<file path="src/rtl/serial_job_port.sv">
// Serial host port: loads daisy/job words over a slow data_clk link, starts the pool, shifts the result nonce out.
// Optional even-parity check on the job load is enabled with `define SERIAL_JOB_PORT_PARITY_EN.
module serial_job_port #(
    parameter int JOB_BITS    = 360,
    parameter int DAISY_BITS  = 8,
    parameter int RESULT_BITS = 32,
    parameter int SYNC_STAGES = 2
) (
    input  logic                   clk,
    input  logic                   reset,
    input  logic                   load_en,
    input  logic                   data_clk,
    input  logic                   data_in,
    input  logic                   daisy_sel,
    input  logic                   daisy_in,
    output logic                   daisy_out,
    output logic [JOB_BITS-1:0]    job_data,
    output logic [DAISY_BITS-1:0]  daisy_data,
    output logic                   job_start,
    output logic                   load_error,
    input  logic                   result_valid,
    input  logic [RESULT_BITS-1:0] result_data,
    output logic                   data_out,
    output logic                   data_oe,
    output logic                   result_overflow
);

`ifdef SERIAL_JOB_PORT_PARITY_EN
    localparam int LOAD_LEN = JOB_BITS + 1;
`else
    localparam int LOAD_LEN = JOB_BITS;
`endif
    localparam int CNT_W  = $clog2(LOAD_LEN + 1);
    localparam int RCNT_W = $clog2(RESULT_BITS + 1);
    localparam logic [CNT_W-1:0]  LOAD_MAX = CNT_W'(LOAD_LEN);
    localparam logic [RCNT_W-1:0] RES_LAST = RCNT_W'(RESULT_BITS - 1);

    typedef enum logic [1:0] {
        IDLE,
        LOAD,
        ARMED,
        SHIFT_OUT
    } state_t;

    state_t state, state_nxt;

    logic [1:0]             rst_ff;
    logic                   rst_n;
    logic [SYNC_STAGES-1:0] dclk_sync;
    logic [SYNC_STAGES-1:0] din_sync;
    logic [SYNC_STAGES-1:0] dzin_sync;
    logic                   dclk_prev;
    logic                   shift_ev;
    logic                   din_s;
    logic                   dzin_s;

    logic [JOB_BITS-1:0]    job_reg;
    logic [DAISY_BITS-1:0]  daisy_reg;
    logic                   daisy_out_r;
    logic [CNT_W-1:0]       job_cnt;
    logic [RESULT_BITS-1:0] res_buf;
    logic [RCNT_W-1:0]      res_cnt;
    logic                   job_start_r;
    logic                   load_error_r;
    logic                   overflow_r;
    logic                   parity_ok;
    logic                   load_ok;

    logic start_nxt;
    logic err_set;
    logic cnt_clear;
    logic job_shift;
    logic daisy_shift;
    logic capture;
    logic res_shift;
    logic ovf_set;

    // Reset asserts asynchronously and releases two clk edges later.
    always_ff @(posedge clk or negedge reset) begin
        if (!reset) begin
            rst_ff <= '0;
        end else begin
            rst_ff <= {rst_ff[0], 1'b1};
        end
    end
    assign rst_n = rst_ff[1];

    // NOTE: sequential state uses non-blocking assignments so every flop samples pre-edge values.
    always_ff @(posedge clk or negedge rst_n) begin
        if (!rst_n) begin
            dclk_sync <= '0;
            din_sync  <= '0;
            dzin_sync <= '0;
            dclk_prev <= 1'b0;
        end else begin
            dclk_sync <= {dclk_sync[SYNC_STAGES-2:0], data_clk};
            din_sync  <= {din_sync[SYNC_STAGES-2:0], data_in};
            dzin_sync <= {dzin_sync[SYNC_STAGES-2:0], daisy_in};
            dclk_prev <= dclk_sync[SYNC_STAGES-1];
        end
    end

    assign shift_ev = dclk_sync[SYNC_STAGES-1] & ~dclk_prev;
    assign din_s    = din_sync[SYNC_STAGES-1];
    assign dzin_s   = dzin_sync[SYNC_STAGES-1];

`ifdef SERIAL_JOB_PORT_PARITY_EN
    logic par_reg;
    assign parity_ok = ~(^job_reg ^ par_reg);
`else
    assign parity_ok = 1'b1;
`endif
    assign load_ok = (job_cnt == LOAD_MAX) && parity_ok;

    always_ff @(posedge clk or negedge rst_n) begin
        if (!rst_n) begin
            state <= IDLE;
        end else begin
            state <= state_nxt;
        end
    end

    // NOTE: every output of this block gets a default first, so no path can infer a latch.
    always_comb begin
        state_nxt   = state;
        start_nxt   = 1'b0;
        err_set     = 1'b0;
        cnt_clear   = 1'b0;
        job_shift   = 1'b0;
        daisy_shift = 1'b0;
        capture     = 1'b0;
        res_shift   = 1'b0;
        ovf_set     = 1'b0;
        case (state)
            IDLE: begin
                if (load_en) begin
                    state_nxt = LOAD;
                    cnt_clear = 1'b1;
                end
            end
            LOAD: begin
                if (!load_en) begin
                    if (load_ok) begin
                        start_nxt = 1'b1;
                        state_nxt = ARMED;
                    end else begin
                        err_set   = 1'b1;
                        state_nxt = IDLE;
                    end
                end else if (shift_ev) begin
                    daisy_shift = daisy_sel;
                    job_shift   = ~daisy_sel;
                end
            end
            ARMED: begin
                if (load_en) begin
                    state_nxt = LOAD;
                    cnt_clear = 1'b1;
                end else if (result_valid) begin
                    capture   = 1'b1;
                    state_nxt = SHIFT_OUT;
                end
            end
            SHIFT_OUT: begin
                if (load_en) begin
                    state_nxt = LOAD;
                    cnt_clear = 1'b1;
                end else begin
                    ovf_set = result_valid;
                    if (shift_ev) begin
                        res_shift = 1'b1;
                        if (res_cnt == RES_LAST) begin
                            state_nxt = ARMED;
                        end
                    end
                end
            end
            default: state_nxt = IDLE;
        endcase
    end

    // NOTE: the wide job/result shift registers are reset too, since their outputs must read 0 after reset.
    always_ff @(posedge clk or negedge rst_n) begin
        if (!rst_n) begin
            job_reg      <= '0;
            daisy_reg    <= '0;
            daisy_out_r  <= 1'b0;
            job_cnt      <= '0;
            res_buf      <= '0;
            res_cnt      <= '0;
            job_start_r  <= 1'b0;
            load_error_r <= 1'b0;
            overflow_r   <= 1'b0;
`ifdef SERIAL_JOB_PORT_PARITY_EN
            par_reg      <= 1'b0;
`endif
        end else begin
            job_start_r <= start_nxt;

            if (cnt_clear) begin
                job_cnt      <= '0;
                load_error_r <= 1'b0;
            end else if (err_set) begin
                load_error_r <= 1'b1;
            end

            // The parity bit rides above the job word so the job register ends up holding only job bits.
            if (job_shift) begin
`ifdef SERIAL_JOB_PORT_PARITY_EN
                par_reg <= din_s;
                job_reg <= {par_reg, job_reg[JOB_BITS-1:1]};
`else
                job_reg <= {din_s, job_reg[JOB_BITS-1:1]};
`endif
                if (job_cnt != LOAD_MAX) begin
                    job_cnt <= job_cnt + 1'b1;
                end
            end

            if (daisy_shift) begin
                daisy_reg   <= {dzin_s, daisy_reg[DAISY_BITS-1:1]};
                daisy_out_r <= daisy_reg[0];
            end

            if (capture) begin
                res_buf <= result_data;
                res_cnt <= '0;
            end else if (res_shift) begin
                res_buf <= {1'b0, res_buf[RESULT_BITS-1:1]};
                res_cnt <= (res_cnt == RES_LAST) ? '0 : res_cnt + 1'b1;
            end

            if (ovf_set) begin
                overflow_r <= 1'b1;
            end
        end
    end

    assign daisy_out       = daisy_out_r;
    assign job_data        = job_reg;
    assign daisy_data      = daisy_reg;
    assign job_start       = job_start_r;
    assign load_error      = load_error_r;
    assign result_overflow = overflow_r;
    assign data_oe         = (state == SHIFT_OUT);
    assign data_out        = data_oe & res_buf[0];

endmodule

</file>
<file path="config.mk">
export PLATFORM = sky130hd
export DESIGN_NAME = serial_job_port
export DESIGN_NICKNAME = d
export VERILOG_FILES = /design/src/rtl/serial_job_port.sv
export SDC_FILE = /design/constraint.sdc
export NUM_CORES = 1
export LEC_CHECK = 0
export ABC_AREA = 0
export CAP_MARGIN = 30
export CORE_MARGIN = 5
export CORE_UTILIZATION = 40
export CTS_CLUSTER_DIAMETER = 30
export DETAILED_ROUTE_END_ITERATION = 8
export DONT_BUFFER_PORTS = 1
export PLACE_DENSITY_LB_ADDON = 0.12
export SYNTH_ARGS = -nofsm -noshare
export SYNTH_HDL_FRONTEND = slang
export SYNTH_SLANG_ARGS = --single-unit
</file>
<file path="constraint.sdc">
create_clock -name clk -period 24.4 [get_ports clk]
set_clock_uncertainty 0.15 [all_clocks]
set_input_delay 3.66 -clock clk [delete_from_list [all_inputs] [get_ports clk]]
set_output_delay 3.66 -clock clk [all_outputs]
set_load 0.01 [all_outputs]
</file>
After elaboration in Yosys (flattened, before gate mapping)
Index checks and enable logic that the tools add are counted.
Widths: inputs -> output; s select.
{"block": "totals", "output_inout_bits": 374, "elab_cells": 78, "in_bits": 40, "register_bits": 430}
{"block": "classes", "n_mux": 41, "n_eq_ne": 11, "reduce_logical": 5, "addsub": 2, "bitwise_logic": 4}
{"op": "$mux 32", "n": 2}
{"op": "$mux 9", "n": 3}
{"op": "$mux 1", "n": 24}
{"op": "$mux 6", "n": 3}
{"op": "$mux 2", "n": 8}
{"op": "$add 9x1->9 const B", "n": 1}
{"op": "$eq 9x9->1 const B", "n": 1}
{"op": "$ne 9x9->1 const B", "n": 1}
{"op": "$pmux 2 s4", "n": 1}
{"op": "$add 6x1->6 const B", "n": 1}
{"op": "$eq 6x5->1 const B", "n": 1}
{"op": "$ne 3x2->1 const B", "n": 2}
{"op": "$reduce_and 5->1", "n": 1}
{"op": "$eq 2x2->1 const B", "n": 2}
{"op": "$ne 2x2->1 const B", "n": 2}
{"op": "$reduce_bool 2->1", "n": 2}
{"op": "$ne 3x3->1 const B", "n": 1}
{"op": "$reduce_or 3->1", "n": 1}
{"op": "$and 1x1->1", "n": 2}
{"op": "$eq 2x1->1 const B", "n": 1}
{"op": "$logic_not 2->1", "n": 1}
{"op": "$not 1->1", "n": 2}

Longest topological paths before layout
{"block": "depth", "ltp_word": 7, "mapped_depth": 8, "depth_no_buf": 5}

Worst setup path after synthesis
OpenSTA, ideal clock, no wires.
{"block": "synth_timing", "path_kind": "input-to-reg", "start": "input port load_en", "end": "register res_buf[11]", "stages": 6, "setup_ns": 0.141, "arrival_ns": 4.642, "slack_ns": 19.466, "required_ns": 24.109, "path_cell_list": "buf_2 > or3_1 > buf_2 > clkbuf_1 > nor2_1 > a31oi_1"}
{"block": "synth_via", "elab_chain_cells": 3, "word_cells_on_any_way": 6}
{"item": "start, declared", "line_no": "11", "rtl": "input logic load_en,"}
{"item": "$mux 1 (on tied branches)", "line_no": "156, 165"}
{"item": "$mux 1", "line_no": "134", "rtl": "case (state)"}
{"item": "$mux 32 or $reduce_bool 2->1 (tied branches)"}
{"item": "end signal, assigned", "line_no": "226", "rtl": "res_buf <= result_data;"}
{"item": "end signal, assigned", "line_no": "229", "rtl": "res_buf <= {1'b0, res_buf[RESULT_BITS-1:1]};"}
{"item": "end, declared", "line_no": "61", "rtl": "logic [RESULT_BITS-1:0] res_buf;"}
Parallel ways exist; a longest one is shown, timed or not.
A chain may end at the register's enable or synchronous reset.

Worst setup path in the final report
{"block": "layout_timing", "start": "input port daisy_sel", "end": "register job_reg[331], in the netlist job_data[331]"}
{"block": "layout_via", "elab_chain_cells": 4}
{"item": "start, declared", "line_no": "14", "rtl": "input logic daisy_sel,"}
{"item": "$not 1->1", "line_no": "152", "rtl": "job_shift = ~daisy_sel;"}
{"item": "$mux 1", "line_no": "150", "rtl": "end else if (shift_ev) begin"}
{"item": "$mux 1", "line_no": "142", "rtl": "if (!load_en) begin"}
{"item": "$mux 1", "line_no": "134"}
{"item": "end signal, assigned", "line_no": "213", "rtl": "job_reg <= {din_s, job_reg[JOB_BITS-1:1]};"}
{"item": "end, declared", "line_no": "57", "rtl": "logic [JOB_BITS-1:0] job_reg;"}
Every way passes these cells.

==> impl_metrics.yaml <==
final_layout:
  multi_input_area_um2: 5330
  drive_gt1_share_pct: 11.5
  n_antenna_cell: 0
  areaGrowthSynthToFinish_pct: 25.2
  seqCellArea_um2: 10800
  fin_nets: 1911
  num-fill-cells: 3741
  final_cell_area_um2: 20800
floorplanning:
  die_w_um: 214
  core_um2: 41000
  die-area_um2: 45800
  ios: 414
  die-height_um: 214
  initial_core_util_pct: 40.5
  row_count: 74
clock_tree:
  cts_resized: 0
  cts_root_buffer: "clkbuf_16"
  cts.sinks: 430
  clk_latency_ps: 610
  cts_buffer_depth: 3
  numCtsBuffers: 103
  cts_tree: "done"
  cts_hold_buffers: 0
  cts.reportedPaths.clkPinSlew_ps: 40
  htree_levels: 3
  postCtsSetupBuffers: 0
worst_setup_path:
  path_depth: 7
  rrSetupSlack_ps: 20250
  cp-endpoint: "job_data[331]"
  cp.arrival_ps: 6680
  startpoint: "daisy_sel"
  crit_buf_inv: 4
  path_class: "input port to register"
  cp_cell_sequence: "and4b_4 -> buf_4 -> buf_4 -> buf_16 -> buf_4 -> nand2_1 -> nand2_1"
  reg2reg_from: "dclk_sync[1]"
  slowest_delay_ps: 770
  crit_top_cell: "buf_4"
  critical_path_peak_fanout: 89
  cp_slowest_cell: "buf_4"
  cpLargestDelayFamily: "buffers and inverters"
  cp-end-kind: "register"
  worstReg2RegEnd: "job_data[331]"
  cp.required_ps: 24780
  start_kind: "input port"
  r2r_cells: 8
timing:
  fmax_mhz: 159
  period_needed_ps: 6300
  period_share_pct: 25.8
  setup_viol: 0
  timing.slew.headroom_pct: 34.2
  tightest_slew_ps: 987
  rsz0062_at_grt: "no"
  slew_violations: 0
  setup_tns_ps: 0
  hold_violations: 0
logic_synthesis:
  synth_cell_types: 45
  synthesis.nets: 1889
  yosys_warnings: 0
  synth_top_cell_by_area: "dfrtp_1"
  async_flop_share_pct: 100
  syn_area_um2: 16600
  syn_avg_cell_area_um2: 9.01
  yosys-top-cells-count: "nand2_1, dfrtp_1, buf_2"
  synth_top_area_share_pct: 64.7
  yosys_register_bits: 430
  synth_edf_count: 0
  ys_seq_area_share_pct: 64.7
  ys.flop_type: "dfrtp_1"
  synth_area_leaders: "dfrtp_1, nand2_1, buf_2, a31oi_1, nor2_1"
  netlist_instances: 1846
  yosysMostFrequentCell: "nand2_1"
grt:
  grt_max_degree: 175
  grt_pass1_wl_mm: 69.1
  antenna_found_initial: 0
  grt_pass1_vias: 11900
  gr-usage-all-layers_pct: 18.9
  grt-ovfl-total: 0
job:
  max_cap_violations: 0
route:
  wl_per_cell_um: 18.0
  drc: 0
  drt_wl_total_mm: 44.9
  drt-pass1-iter-count: 5
  drtIter0Drc: 941
  ant_nets: 0
  vias_per_cell: 4.84
  num_vias: 12000
pwr:
  peakVddDrop_mv: 0.0560
  leakagePower_nw: 11.4
  power.total_w: 0.00224
  powerDensity_nw_per_um2: 108
outcome:
  status: "completed"
worst_hold_path:
  hp-class: "register to register"
placement:
  gp_congestion: 0.775
  place_area_um2: 17000
  numPortBuffers: 0
  dp_hpwl_mm: 29.0
## logic make-up (layout without fill, tap and decap cells)
family                   Yosys count  in the layout  synth area share [%]
adder cells (fa/ha/maj)            3              3                 0.226
AND/OR/NAND/NOR                 1236           1236                  28.7
XOR/XNOR                           3              3                 0.158
buffers and inverters            106            218                  3.32
AO/OA/AOI/OAI                     56             56                  2.10
other                              1              1                0.0226
multiplexers                      11             11                 0.737
flip-flops                       430            430                  64.7
## how the worst min path moves through the flow
stage                  from  cells past startpoint  slack [ps]           end
2_1_floorplan  dclk_sync[0]                      0         180  dclk_sync[1]
6_report          rst_ff[0]                      0         190     rst_ff[1]
5_1_grt        dzin_sync[0]                      0         210  dzin_sync[1]
3_3_place_gp      rst_ff[0]                      0         180     rst_ff[1]
4_1_cts           rst_ff[0]                      0         200     rst_ff[1]
3_5_place_dp      rst_ff[0]                      0         190     rst_ff[1]
## layout by cell type (no fill, tap or decap), types with 2 or more instances in the layout
master      count
xor2_1          3
and4_1          2
clkbuf_16     107
o221ai_1        3
dfrtp_1       429
mux2_2          9
and3_1          2
and2_1          2
nor2_1         37
inv_8           4
a21oi_1         6
or3_1           5
o211ai_1        2
nand3_1        11
clkinvlp_4      9
o21ai_0         7
clkbuf_1        6
nand4_1         4
buf_12          2
buf_4          13
clkinv_2       21
inv_1           6
nor2b_1         2
clkbuf_8       20
a31oi_1        33
inv_6           8
nand2_1      1155
ha_1            3
buf_16          2
bufinv_16      19
nor3_1          3
## power by group
part	internal (W)	leakage [nW]	switching (W)
logic	0.00000592	3.56	0.0000217
clock network	0.00106	1.89	0.000428
registers	0.000722	5.96	0.00000824
## layout make-up
class / instances / area share, %
clock buffer: 133 / 14.3
clock inverter: 62 / 4.16
inverter: 6 / 0.108
multi-input combinational: 1310 / 25.6
sequential: 430 / 51.7
tap: 532 / 3.20
timing repair buffer: 17 / 0.926
## metal layers
layer,global-route usage (%),wire length [µm],vias to the layer above
met4,7.08,1170,0
met3,9.92,5350,68
met1,23.0,18100,5814
li1,-,-,5804
met2,28.8,20300,363
met5,0,0,-
## state kept, by name (all words and copies together) (netlist names), 2 cells and up
register	cells
res_buf	32
job_cnt	9
rst_ff	2
daisy_data	8
din_sync	2
state	2
dzin_sync	2
dclk_sync	2
res_cnt	6
job_data	360
## through the flow
stage	std cells	setup WS [ps]	hold WS (ps)	utilization, %
3_5_place_dp	2295	17520	186	41.4
6_report	2490	18100	195	50.8
3_3_place_gp	2292	17330	185	41.2
2_1_floorplan	1846	11380	181	-
5_1_grt	2490	17870	207	50.8
4_1_cts	2490	18140	196	50.8
Power figures use the tool's default switching activity.
